## src/rtl/robot_pkg.sv

```systemverilog
// robot_pkg: shared state encoding, action bundle constants and defaults for the robot controller.
package robot_pkg;
    typedef enum logic [2:0] {SEEK, FOLLOW, FWD_AFTER_LEFT, ROTATE, CLEAN, HALT} state_t;
    // Action bundle order is {front, turn, remove}.
    localparam logic [2:0] ACT_NONE   = 3'b000;
    localparam logic [2:0] ACT_FRONT  = 3'b100;
    localparam logic [2:0] ACT_TURN   = 3'b010;
    localparam logic [2:0] ACT_REMOVE = 3'b001;
    localparam int CLEAN_CYCLES_DEF = 3;
    localparam int STUCK_LIMIT_DEF  = 12;
endpackage

```

## src/rtl/robot_turn_watchdog.sv

```systemverilog
// robot_turn_watchdog: counts consecutive turn-only cycles and trips at STUCK_LIMIT.
module robot_turn_watchdog #(
    parameter int STUCK_LIMIT = 12
) (
    input  logic clock,
    input  logic reset,
    input  logic front,
    input  logic turn,
    input  logic remove,
    output logic trip,
    output logic stuck
);
    localparam int W = $clog2(STUCK_LIMIT + 1);
    logic [W-1:0] cnt;
    logic turning;
    assign turning = turn && !front && !remove;
    // trip is combinational so the brain halts on the edge that ends the last allowed turn
    assign trip = turning && cnt == W'(STUCK_LIMIT - 1);
    always_ff @(posedge clock or negedge reset) begin
        if (!reset) begin
            cnt   <= '0;
            stuck <= 1'b0;
        end else begin
            cnt   <= turning ? cnt + 1'b1 : '0;
            stuck <= stuck | trip;
        end
    end
endmodule

```

## src/rtl/robot_brain.sv

```systemverilog
// robot_brain: left-hand wall-following controller with trash-removal handshake.
// Optional turn watchdog enabled by defining ROBOT_STUCK_WATCHDOG_EN.
module robot_brain
    import robot_pkg::*;
#(
    parameter int CLEAN_CYCLES = CLEAN_CYCLES_DEF
`ifdef ROBOT_STUCK_WATCHDOG_EN
    , parameter int STUCK_LIMIT = STUCK_LIMIT_DEF
`endif
) (
    input  logic clock,
    input  logic reset,
    input  logic head,
    input  logic left,
    input  logic under,
    input  logic barrier,
    output logic front,
    output logic turn,
    output logic remove,
    output logic halted,
    output logic stuck
);
    localparam int CW = $clog2(CLEAN_CYCLES + 1);
    state_t state, ret_state, geo_next;
    logic [1:0] rot_cnt;
    logic [CW-1:0] clean_cnt;
    logic [2:0] act, geo_act;
    logic seek_open, trip;

    assign {front, turn, remove} = act;
    assign seek_open = state == SEEK && !left;

    // Geometry decision for SEEK/FOLLOW/FWD_AFTER_LEFT once under/barrier are ruled out.
    always_comb begin
        geo_act  = state == FWD_AFTER_LEFT ? ACT_FRONT :
                   seek_open ? (head ? ACT_TURN : ACT_FRONT) :
                   (!left || head) ? ACT_TURN : ACT_FRONT;
        geo_next = state == FWD_AFTER_LEFT ? FOLLOW :
                   seek_open ? (head ? ROTATE : SEEK) :
                   !left ? FWD_AFTER_LEFT : head ? ROTATE : FOLLOW;
    end

    always_ff @(posedge clock or negedge reset) begin
        if (!reset) begin
            state     <= SEEK;
            ret_state <= SEEK;
            rot_cnt   <= '0;
            clean_cnt <= '0;
            act       <= ACT_NONE;
            halted    <= 1'b0;
        end else if (trip) begin
            state  <= HALT;
            act    <= ACT_NONE;
            halted <= 1'b1;
        end else begin
            case (state)
                HALT: act <= ACT_NONE;
                ROTATE: begin
                    act     <= ACT_TURN;
                    rot_cnt <= rot_cnt - 2'd1;
                    if (rot_cnt == 2'd1) state <= FOLLOW;
                end
                CLEAN: begin
                    act       <= ACT_REMOVE;
                    clean_cnt <= clean_cnt + 1'b1;
                    if (clean_cnt == CW'(CLEAN_CYCLES - 1)) state <= ret_state;
                end
                default: begin
                    if (under) begin
                        state  <= HALT;
                        act    <= ACT_NONE;
                        halted <= 1'b1;
                    end else if (barrier) begin
                        act       <= ACT_REMOVE;
                        clean_cnt <= CW'(1);
                        ret_state <= state;
                        state     <= CLEAN_CYCLES > 1 ? CLEAN : state;
                    end else begin
                        act   <= geo_act;
                        state <= geo_next;
                        if (geo_next == ROTATE) rot_cnt <= 2'd2;
                    end
                end
            endcase
        end
    end

`ifdef ROBOT_STUCK_WATCHDOG_EN
    robot_turn_watchdog #(.STUCK_LIMIT(STUCK_LIMIT)) u_watchdog (
        .clock  (clock),
        .reset  (reset),
        .front  (front),
        .turn   (turn),
        .remove (remove),
        .trip   (trip),
        .stuck  (stuck)
    );
`else
    assign trip  = 1'b0;
    assign stuck = 1'b0;
`endif
endmodule

```

## config.mk

```make
export PLATFORM = sky130hd
export DESIGN_NAME = robot_brain
export DESIGN_NICKNAME = d
export VERILOG_FILES = /design/src/rtl/robot_pkg.sv /design/src/rtl/robot_turn_watchdog.sv /design/src/rtl/robot_brain.sv
export SDC_FILE = /design/constraint.sdc
export NUM_CORES = 1
export LEC_CHECK = 0
export BUFFER_PORTS_ARGS = -buffer_cell sky130_fd_sc_hd__buf_2
export CAP_MARGIN = 20
export CORE_UTILIZATION = 30
export DETAILED_ROUTE_END_ITERATION = 16
export SKIP_CTS_REPAIR_TIMING = 1
export SLEW_MARGIN = 25
export SYNTH_ARGS = -nofsm -noshare
export SYNTH_HDL_FRONTEND = slang
export SYNTH_SLANG_ARGS = --single-unit
export TNS_END_PERCENT = 20
```

## constraint.sdc

```tcl
create_clock -name clock -period 3.1 [get_ports clock]
set_clock_uncertainty 0.1 [all_clocks]
set_input_delay 0.775 -clock clock [delete_from_list [all_inputs] [get_ports clock]]
set_output_delay 0.775 -clock clock [all_outputs]
set_load 0.03 [all_outputs]
```

==> out/metrics.cfg, run 1 <==
[sta]
setup_viol=0
finalCritPeriodShare_pct=58.0
setup_slack_ns=1.30
drv_slew=0
fmax_ghz=0.557
rsz0062_at_grt=no
hold_viol_final=0
fin_tns_setup_ns=0
final.min_clock_period_ns=1.80

[die]
pin_count=11
die_y_um=54.1
floorplan.initialDensity_pct=32.3
die_w_um=54.1
row_count=18
coreArea_mm2=0.00252
die_area_mm2=0.00293

[routing]
postRouteAntennaNets=0
routedWlPerCell_um=13.4
vias=690
viasPerCell=5.39
routed_wl_um=1720
drt_first_pass_iters=4
remaining_drc_errors=0
drt-initial-drc-count=18

[placement]
numPortBuffers=9
place_inst=124
dp_slack_ns=1.07
dp_hpwl_um=1210
place.gp.congestion=0.852

[global_route]
grtUsageTotal_pct=13.7
overflow=0
grt_pass1_vias=617
antenna_found_initial=0
grt_start_max_net_pins=16
grt_pass1_wl_um=2820

[logic_synthesis]
ys_seq_area_share_pct=42.9
synthArstFlopShare_pct=100
synthCells=89
yosysTopAreaCell=dfrtp_1
syn_avg_cell_area_um2=9.17
synth_compound_area_share_pct=28.2
synth_top_family_by_area=compound AO/OA/AOI/OAI gates
synth-xor-area-share_pct=1.07
netlist.area_leader.share_pct=42.9
synth_nets=97
muxShareOfSynthArea_pct=0
synth.most_common_cell=dfrtp_1
ys_ff_latch=14
yosysUniqueCellTypes=40
synth_common_cells=14 x dfrtp_1, 10 x nand2_1, 8 x a21oi_1, 7 x inv_1, 6 x nor2_1
synth_edf_count=0
synth-simple-area-share_pct=17.9
synthFlopType=dfrtp_1
synth_fa_ha_area_share_pct=3.07
syn_area_um2=816
synth.area.top_cells=dfrtp_1 43%, a21oi_1 4.9%, nand2_1 4.6%
synth_warnings=0

[status]
outcome=finished clean

[setup_path]
worstSetupStartpointType=input port
crit_type=in2reg
path_max_fanout=7
crit_arrival_ns=1.86
worstPathRequired_ns=3.16
worstSetupEndpointType=register

[finish]
finalNonFillerCells=128
drive_above_1_share_pct=19.4
synthToLayoutAreaGrowth_pct=11.5
diodes=0
fin_util_pct=36.1
nets=107

[clock_network]
h-tree-depth=1
tritoncts=built
root_buffer=clkbuf_4
path_clk_slew_ns=0.09
cts_max_path_buffers=2
cts_buffers=3
cts_sinks=14
clock_latency_ns=0.28

[pwr]
p_per_area_mw_per_mm2=591
leakagePower_nw=0.423
ir_worst_vdd_mv=0.322

[job]
cap_violations=0

[min_path]
hp-class=in2async

[metal layers]
metal  track usage (%)  up-vias  wire length (µm)
met2              19.1       28               810
met1              19.1      319               775
li1                  -      341                 -
met5                 0        -                 0
met4              6.84        0                 8
met3              3.39        2               123
[kinds of logic after synthesis]
| family | count (synthesis) |
|---|---|
| compound gates | 32 |
| xor+xnor | 1 |
| fa+ha+maj | 2 |
| buf+inv | 11 |
| flops | 14 |
| other cells | 1 |
| simple gates | 28 |
[power by group]
group          total [W]  internal, W  switching, W
combinational   0.000145    0.0000648     0.0000804
clock           0.000132    0.0000715     0.0000607
sequential      0.000260     0.000223     0.0000367
[cell usage in the layout, fill, tap and decap left out, types with 2 or more instances in the layout]
| master | count |
|---|---|
| o21ai_0 | 3 |
| o22ai_1 | 2 |
| nor2_1 | 6 |
| o311ai_0 | 2 |
| o21ai_1 | 2 |
| nor2b_1 | 2 |
| nand2_1 | 10 |
| buf_2 | 9 |
| clkbuf_4 | 3 |
| dfrtp_1 | 14 |
| a21oi_1 | 8 |
| ha_1 | 2 |
| inv_1 | 7 |
[layout make-up]
cell class / count / area, µm²
clock buffer: 4 / 36.3
multi-input combinational: 64 / 414
fill: 257 / 1610
sequential: 14 / 350
inverter: 7 / 26.3
tap: 30 / 37.5
timing repair buffer: 9 / 45.0
[stage by stage]
step           total power, W  hold WS [ns]  instance area [µm²]
2_1_floorplan        0.000373         0.372                  816
3_3_place_gp         0.000407         0.340                  873
6_report             0.000537         0.269                  910
5_1_grt              0.000577         0.284                  910
3_5_place_dp         0.000410         0.345                  873
4_1_cts              0.000544         0.279                  910
[sequential cells by signal, summed over array words and instances (netlist names)]
register   count
state          3
rot_cnt        2
ret_state      3
halted         1
clean_cnt      2
act            3
[final timing paths]
path | end | cells after the start | start | slack [ns]
worst max-delay path | rot_cnt[0] | 4 | under | 1.30
worst min-delay path | halted | 1 | reset | 0.27
worst max register to register | state[1] | 4 | state[1] | 1.36
worst min register to register | halted | 1 | halted | 0.37
max in group asynchronous | clean_cnt[1] | 1 | reset | 2.38
min in group clock | halted | 1 | halted | 0.37
[worst max-delay path, stage by stage]
cell and delay (ns):
buf_2 0.13, or3b_4 0.42, o311ai_0 0.40, a21oi_1 0.13
Power figures use the tool's default switching activity.
==> run 2, diff against run 1 <==
clock period = 1.83 ns   (was 3.1 ns; I/O delays follow)
==> run 2 against run 1 <==
Effect of this change:
- combinational power grew 92%
- register-to-register slack lost 1.0 ns
- via count is the same
- routed wire length grew 5.4%
- core utilization grew 1.9 points
- power grew 74%
- hold slack gained 0.10 ns
- sequential power grew 64%
- count of clock-buffer cells in the layout is the same
- design area grew 5.2%
- critical path type is now reg2reg
- critical endpoint is now state[1]
- largest cell class unchanged
- largest power group unchanged
- highest routed layer unchanged
==> out/metrics.cfg, run 2 (same netlist as run 1, synthesis figures left out) <==
[sta]
finalCritPeriodShare_pct=81.6
drv_slew=0
fmax_ghz=0.670
rsz0062_at_grt=no
setup_slack_ns=0.337
fin_tns_setup_ns=0
setup_viol=0
final.min_clock_period_ns=1.49
hold_viol_final=0

[job]
cap_violations=0

[pwr]
seq_power_share_pct=45.7
combPwrFrac_pct=29.9
switching_share_pct=33.6
p_per_area_mw_per_mm2=977
internal-power_w=0.000621
switchingPower_w=0.000314
clockPowerShare_pct=24.4
ir_worst_vdd_mv=0.489
total_power_w=0.000935
leakagePower_nw=0.451

[routing]
dr.max_layer_used=met4
drt-initial-drc-count=12
wl_met3_um=37
remaining_drc_errors=0
routed_wl_um=1810
drt-met1-wl_um=937
postRouteAntennaNets=0
vias=690
drt_first_pass_iters=4
viasPerCell=5.15
routedWlPerCell_um=13.5
met2_length_um=822

[global_route]
overflow=0
grt_pass1_vias=659
grt_pass1_wl_um=3170
antenna_found_initial=0
grt_start_max_net_pins=15
grtUsageTotal_pct=15.3

[die]
row_count=18
floorplan.initialDensity_pct=32.3
die_w_um=54.1
die_area_mm2=0.00293
die_y_um=54.1
coreArea_mm2=0.00252
pin_count=11

[clock_network]
cts_max_path_buffers=2
root_buffer=clkbuf_4
clock_latency_ns=0.28
h-tree-depth=1
cts_sinks=14
path_clk_slew_ns=0.09
tritoncts=built
cts_buffers=3

[setup_path]
cp_slowest_stage_delay_ns=0.48
path_cells=buf_4 -> nand2b_1 -> a211oi_2 -> a221o_1
cp_slowest_cell=dfrtp_1
worstSetupEndpointType=register
path_buf_inv=1
r2r_start=state[1]
worstSetupStartpointType=register
worstSetupStartpoint=state[1]
crit_type=reg2reg
r2r-end=state[1]
path_max_fanout=8
crit_arrival_ns=1.61
cp_top_family=compound AO/OA/AOI/OAI gates
worstPathRequired_ns=1.95
reg2reg_setup_slack_ns=0.34
reg2regPathDepth=4

[finish]
nets=113
synthToLayoutAreaGrowth_pct=17.3
diodes=0
final_cell_mix=14 x dfrtp_1, 10 x nand2_1, 9 x buf_2, 8 x a21oi_1, 7 x inv_1
n_fill_cell=277
reg.largest.list=act: 3 flops, ret_state: 3 flops, state: 3 flops
drive_above_1_share_pct=23.1
final_common_cell=dfrtp_1

[placement]
dp_hpwl_um=1350
place.gp.congestion=0.846
numPortBuffers=9
dp_slack_ns=0.170

[status]
outcome=finished clean

[min_path]
hp-class=reg2reg
hold_path_startpoint=halted
min_to=halted
min_path_cells=1

==> run 2: cell type report <==
| cell class | count | area [µm²] | area share, % |
|---|---|---|---|
| Clock buffer | 4 | 36.3 | 3.79 |
| Inverter | 7 | 26.3 | 2.75 |
| Multi-Input combinational cell | 64 | 414 | 43.3 |
| Sequential cell | 14 | 350 | 36.6 |
| Tap cell | 30 | 37.5 | 3.92 |
| Timing Repair Buffer | 15 | 92.6 | 9.67 |
==> run 2: per-stage QoR <==
stage | instances | utilization (%) | area [µm²] | hold slack, ns
final | 134 | 37.9 | 957 | 0.369
after global routing | 134 | 37.9 | 957 | 0.371
after CTS | 133 | 37.5 | 947 | -0.0268
after detailed placement | 129 | 36.1 | 911 | 0.283
after global placement | 129 | 36.1 | 911 | 0.282
after floorplan | 89 | - | 816 | 0.0619
==> run 2: routing by layer <==
layer / up-vias / track usage (%)
li1: 352 / -
met1: 329 / 22.9
met2: 7 / 22.0
met3: 2 / 2.54
met4: 0 / 5.13
met5: - / 0
==> run 2: power groups by stage <==
stage | clock network, W | registers (W) | logic, W
after global routing | 0.000257 | 0.000436 | 0.000315
after CTS | 0.000235 | 0.000427 | 0.000279
after global placement | 0 | 0.000428 | 0.000273
after detailed placement | 0 | 0.000433 | 0.000278
after floorplan | 0 | 0.000454 | 0.000178
final | 0.000228 | 0.000427 | 0.000279
==> run 2: worst max path at each step <==
stage                 endpoint  slack, ns  cells after the start
CTS                   state[1]       0.33                      4
finish                state[1]       0.34                      4
detailed placement  rot_cnt[0]       0.17                      5
global route          state[1]       0.27                      4
global placement    rot_cnt[0]       0.19                      5
floorplan           rot_cnt[0]       0.36                      4
==> run 2: worst reg2reg max path, delay by kind of cell, from the launching register on <==
| family | cells | cell delay (ns) |
|---|---|---|
| and+or+nand+nor | 1 | 0.17 |
| DFF | 1 | 0.48 |
| buffers and inverters | 1 | 0.21 |
| AOI/OAI and AO/OA | 2 | 0.49 |
